**src/rtl/rgb_fade_seq.sv**
```systemverilog
// Command-driven RGB fader. It takes a target colour over valid/ready and ramps each
// 8-bit channel one LSB per step tick toward the target. Instant and equal-colour commands skip the ramp.
module rgb_fade_seq #(
  parameter int unsigned TICK_DIV = 27000,
  parameter int unsigned TICK_W   = 16
) (
  input  logic        clk,
  input  logic        rst,
  input  logic        cmd_valid,
  output logic        cmd_ready,
  input  logic [23:0] cmd_rgb,
  input  logic        cmd_blink,
  input  logic        cmd_instant,
  output logic [23:0] rgb,
  output logic        blink_en,
  output logic        busy,
  output logic        done
);

  typedef enum logic {IDLE, FADE} state_t;

  localparam logic [TICK_W-1:0] LAST = TICK_W'(TICK_DIV - 1);

  state_t             state, state_d;
  logic [TICK_W-1:0]  presc, presc_d;
  logic [23:0]        target, target_d;
  logic [23:0]        rgb_d, stepped;
  logic               blink_d, done_d, busy_d, tick;

  function automatic logic [7:0] step(input logic [7:0] cur, input logic [7:0] tgt);
    if (cur < tgt)      return cur + 8'd1;
    else if (cur > tgt) return cur - 8'd1;
    else                return cur;
  endfunction

  assign cmd_ready = (state == IDLE) & ~rst;
  assign tick      = (presc == LAST);
  assign stepped   = {step(rgb[23:16], target[23:16]),
                      step(rgb[15:8],  target[15:8]),
                      step(rgb[7:0],   target[7:0])};

  always_comb begin
    state_d  = state;
    presc_d  = presc;
    target_d = target;
    rgb_d    = rgb;
    blink_d  = blink_en;
    done_d   = 1'b0;
    case (state)
      IDLE: begin
        if (cmd_valid && cmd_ready) begin
          target_d = cmd_rgb;
          blink_d  = cmd_blink;
          if (cmd_instant || (cmd_rgb == rgb)) begin
            rgb_d  = cmd_rgb;
            done_d = 1'b1;
          end else begin
            state_d = FADE;
            presc_d = '0;
          end
        end
      end
      FADE: begin
        if (tick) begin
          presc_d = '0;
          rgb_d   = stepped;
          // stepping never overshoots, so equality after the step ends the fade
          if (stepped == target) begin
            state_d = IDLE;
            done_d  = 1'b1;
          end
        end else begin
          presc_d = presc + TICK_W'(1);
        end
      end
      default: state_d = IDLE;
    endcase
    busy_d = (state_d == FADE);
  end

  always_ff @(posedge clk) begin
    if (rst) begin
      state    <= IDLE;
      presc    <= '0;
      target   <= '0;
      rgb      <= '0;
      blink_en <= 1'b0;
      busy     <= 1'b0;
      done     <= 1'b0;
    end else begin
      state    <= state_d;
      presc    <= presc_d;
      target   <= target_d;
      rgb      <= rgb_d;
      blink_en <= blink_d;
      busy     <= busy_d;
      done     <= done_d;
    end
  end

endmodule

```
**config.mk**
```make
export PLATFORM = sky130hd
export DESIGN_NAME = rgb_fade_seq
export DESIGN_NICKNAME = d
export VERILOG_FILES = /design/src/rtl/rgb_fade_seq.sv
export SDC_FILE = /design/constraint.sdc
export NUM_CORES = 1
export LEC_CHECK = 0
export CAP_MARGIN = 5
export CORE_MARGIN = 5
export CORE_UTILIZATION = 60
export CTS_BUF_LIST = sky130_fd_sc_hd__clkbuf_8
export DETAILED_ROUTE_END_ITERATION = 10
export GPL_TIMING_DRIVEN = 1
export PLACE_DENSITY = 0.9
export SLEW_MARGIN = 0
export SYNTH_ARGS = -nofsm -noshare
export SYNTH_HDL_FRONTEND = slang
export SYNTH_SLANG_ARGS = --single-unit
```
**constraint.sdc**
```tcl
create_clock -name clk -period 5.2 [get_ports clk]
set_input_delay 1.04 -clock clk [delete_from_list [all_inputs] [get_ports clk]]
set_output_delay 1.04 -clock clk [all_outputs]
set_load 0.05 [all_outputs]
```
==> flow_summary.json <==
{
  "critPathRequiredTime_ps": 5450,
  "met2_usage": 0.4407,
  "ir_worst_vdd_mv": 0.1772,
  "routabilityCongestion": 0.8933,
  "gr-total-overflow": 0,
  "root_buffer": "clkbuf_8",
  "p_per_area_nw_per_um2": 259.5,
  "dieArea_um2": 10900,
  "n_antenna_cell": 0,
  "p_int_uw": 968.0,
  "place.detailed.hpwl_um": 11070,
  "slew_violations": 0,
  "cts_sinks": 67,
  "whs_ps": 460.6,
  "post-synth-top-area-fraction": 0.2508,
  "p_sw_uw": 612.5,
  "synth_nets": 795,
  "busiest_layer": "met2",
  "endpoint_kind": "flop",
  "tns_ps": 0,
  "p_leak_nw": 2.306,
  "ys.flop_type": "dfxtp_1",
  "async_flop_share": 0,
  "synth_common_cells": "nand2_1 (75), a21oi_1 (68), dfxtp_1 (67)",
  "viasPerCell": 6.438,
  "yosys.area.top_type": "dfxtp_1",
  "antenna_found_initial": 0,
  "fin_worst_skew_ps": 8.942,
  "comb_power_share": 0.347,
  "postSynthCellCount": 735,
  "period_minus_slack_ps": 3739,
  "post-cts-setup-buffers": 0,
  "synthTopCellsByArea": "dfxtp_1 (25%), ha_1 (7.3%), a21oi_1 (6.4%), xnor2_1 (5.6%), nand2_1 (5.3%)",
  "routed_wl_um": 15600,
  "met3_usage": 0.06331,
  "cts_tree": "yes",
  "critical_path.cell_chain": "ha_1 > a21oi_1 > nor2_1 > a211oi_2 > a31oi_1 > a221o_1 > a2111oi_0 > and4_1 > nand4_1 > o311a_1",
  "post-route-period-util": 0.7190,
  "vias": 5588,
  "hold_viol": 0,
  "antenna_left": 0,
  "ys_types": 61,
  "areaGrowthSynthToFinish_pct": 13.87,
  "worst_pin_slew_ps": 999.1,
  "clk_latency_ps": 360,
  "maxCapViolCount": 0,
  "synth_warnings": 0,
  "grt_pass1_vias": 5186,
  "min_path_type": "reg -> reg",
  "cts_resized": 0,
  "cts_buffers": 9,
  "slew_headroom": 0.3340,
  "p_sw_frac": 0.3875,
  "synth_most_common_cell": "nand2_1",
  "route.detailed.wl_per_inst_um": 17.98,
  "cp-start-kind": "flop",
  "setup_violations": 0,
  "start_util": 0.6133,
  "fillCellCount": 720,
  "worst-setup-path-type": "reg -> reg",
  "yosysSeqAreaShare": 0.2508,
  "die_y_um": 104.4,
  "port-buffer-count": 56,
  "crit_slowest_cell": "dfxtp_1",
  "path_clk_slew_ps": 80,
  "status": "completed",
  "die-width_um": 104.4,
  "fin_nets": 815,
  "hold_depth": 2,
  "rr_worst_depth": 10,
  "firstDrtPassIters": 5,
  "rsz0062_at_grt": "no",
  "use_met1": 0.3558,
  "rows": 34,
  "drive_gt1_frac": 0.04605,
  "route.detailed.drc": 0,
  "crit_arrival_ps": 3990,
  "synth_edf_count": 0,
  "critical_path.max_fanout": 12,
  "max_clock_freq_mhz": 267.5,
  "core_um2": 8721,
  "grt_max_degree": 56,
  "syn-mean-instance-area_um2": 7.277,
  "p_seq_frac": 0.361,
  "clockBufferDepth": 2,
  "synth_area_um2": 5349,
  "p_clk_frac": 0.293,
  "slowest_delay_ps": 640,
  "ioPinCount": 57,
  "grt_pass1_wl_um": 25090,
  "h-tree-depth": 3,
  "initialDrtViolationCount": 467,
  "grt_usage": 0.2736,
  "holdBufCountCts": 0,
  "ys_ff_latch": 67
}
[power groups by stage]
stage          clock network, mW  registers (mW)  logic [mW]
2_1_floorplan                  0           0.592       0.370
3_3_place_gp                   0           0.579       0.521
3_5_place_dp                   0           0.581       0.530
4_1_cts                    0.464           0.569       0.536
5_1_grt                    0.486           0.574       0.592
6_report                   0.463           0.570       0.548
[path summary, 6_finish.rpt]
| kind | to | slack (ps) | start |
|---|---|---|---|
| setup / recovery | state$_SDFF_PP0_ | 1460 | rgb[21]$_SDFFE_PP0P_ |
| hold / removal | blink_en$_SDFFE_PP0P_ | 460 | blink_en$_SDFFE_PP0P_ |
| setup reg to reg | state$_SDFF_PP0_ | 1460 | rgb[21]$_SDFFE_PP0P_ |
| hold reg to reg | blink_en$_SDFFE_PP0P_ | 460 | blink_en$_SDFFE_PP0P_ |
[cell usage in the layout (no fill, tap or decap), drive strengths merged, types with 3 or more instances in the layout]
cell type and n:
nand2 75, and2 9, nand3 14, nand3b 3, a311oi 6, o211ai 6, clkbuf 9, a22oi 5
or2 6, a21oi 68, a221o 3, nor4 11, ha 31, o21ai 41, nand4 20, xor2 20
a211oi 4, clkdlybuf4s50 55, o31ai 23, inv 40, buf 5, nand2b 3, nor2 64, nor2b 12
nor3 27, nand4b 4, xnor2 34, clkinv 3, o22ai 5, mux2 5, and3 10, a2111oi 3
a2bb2oi 6, a21o 16, a31oi 9, dfxtp 67, or3 7, and4 3
[worst max-delay path: cells and delay by family (launching register included)]
family	cells	cell delay, ps
DFF	1	640
and+or+nand+nor	3	470
adders and majority gates	1	340
AOI/OAI and AO/OA	6	2200
[flip-flops by register name (all words and copies together) (netlist names)]
name	cells
target	24
presc	16
state	1
done	1
rgb	24
blink_en	1
[cells by family after synthesis]
| logic type | after synthesis | share of synthesized area |
|---|---|---|
| xor+xnor | 54 | 0.08842 |
| compound gates | 213 | 0.2559 |
| buf+inv | 89 | 0.06245 |
| mux | 6 | 0.01240 |
| fa+ha+maj | 31 | 0.07251 |
| flops | 67 | 0.2508 |
| simple gates | 275 | 0.2575 |
[through the flow]
step	instance area, um2	std cells	total power [mW]	util	worst slack (ps)
final	6091	868	1.580	0.6984	1461
after global routing	6091	868	1.652	0.6984	1192
after CTS	6091	868	1.568	0.6984	1541
after detailed placement	5891	852	1.111	0.6755	1584
after global placement	5891	852	1.100	0.6755	1660
after floorplan	5349	735	0.9624	-	1776
[layer usage]
metal	up-vias	part of all wire
li1	2689	-
met1	2559	0.42
met2	295	0.46
met4	0	0.027
met5	-	0
met3	45	0.095
[layout make-up]
| class | instances | area [um2] | area share |
|---|---|---|---|
| Inverter | 38 | 142.6 | 0.02342 |
| Sequential cell | 67 | 1341 | 0.2202 |
| Clock buffer | 9 | 123.9 | 0.02034 |
| Timing Repair Buffer | 60 | 585.6 | 0.09614 |
| Tap cell | 108 | 135.1 | 0.02219 |
| Clock inverter | 7 | 76.32 | 0.01253 |
| Multi-Input combinational cell | 579 | 3686 | 0.6052 |
Power figures use the tool's default switching activity.
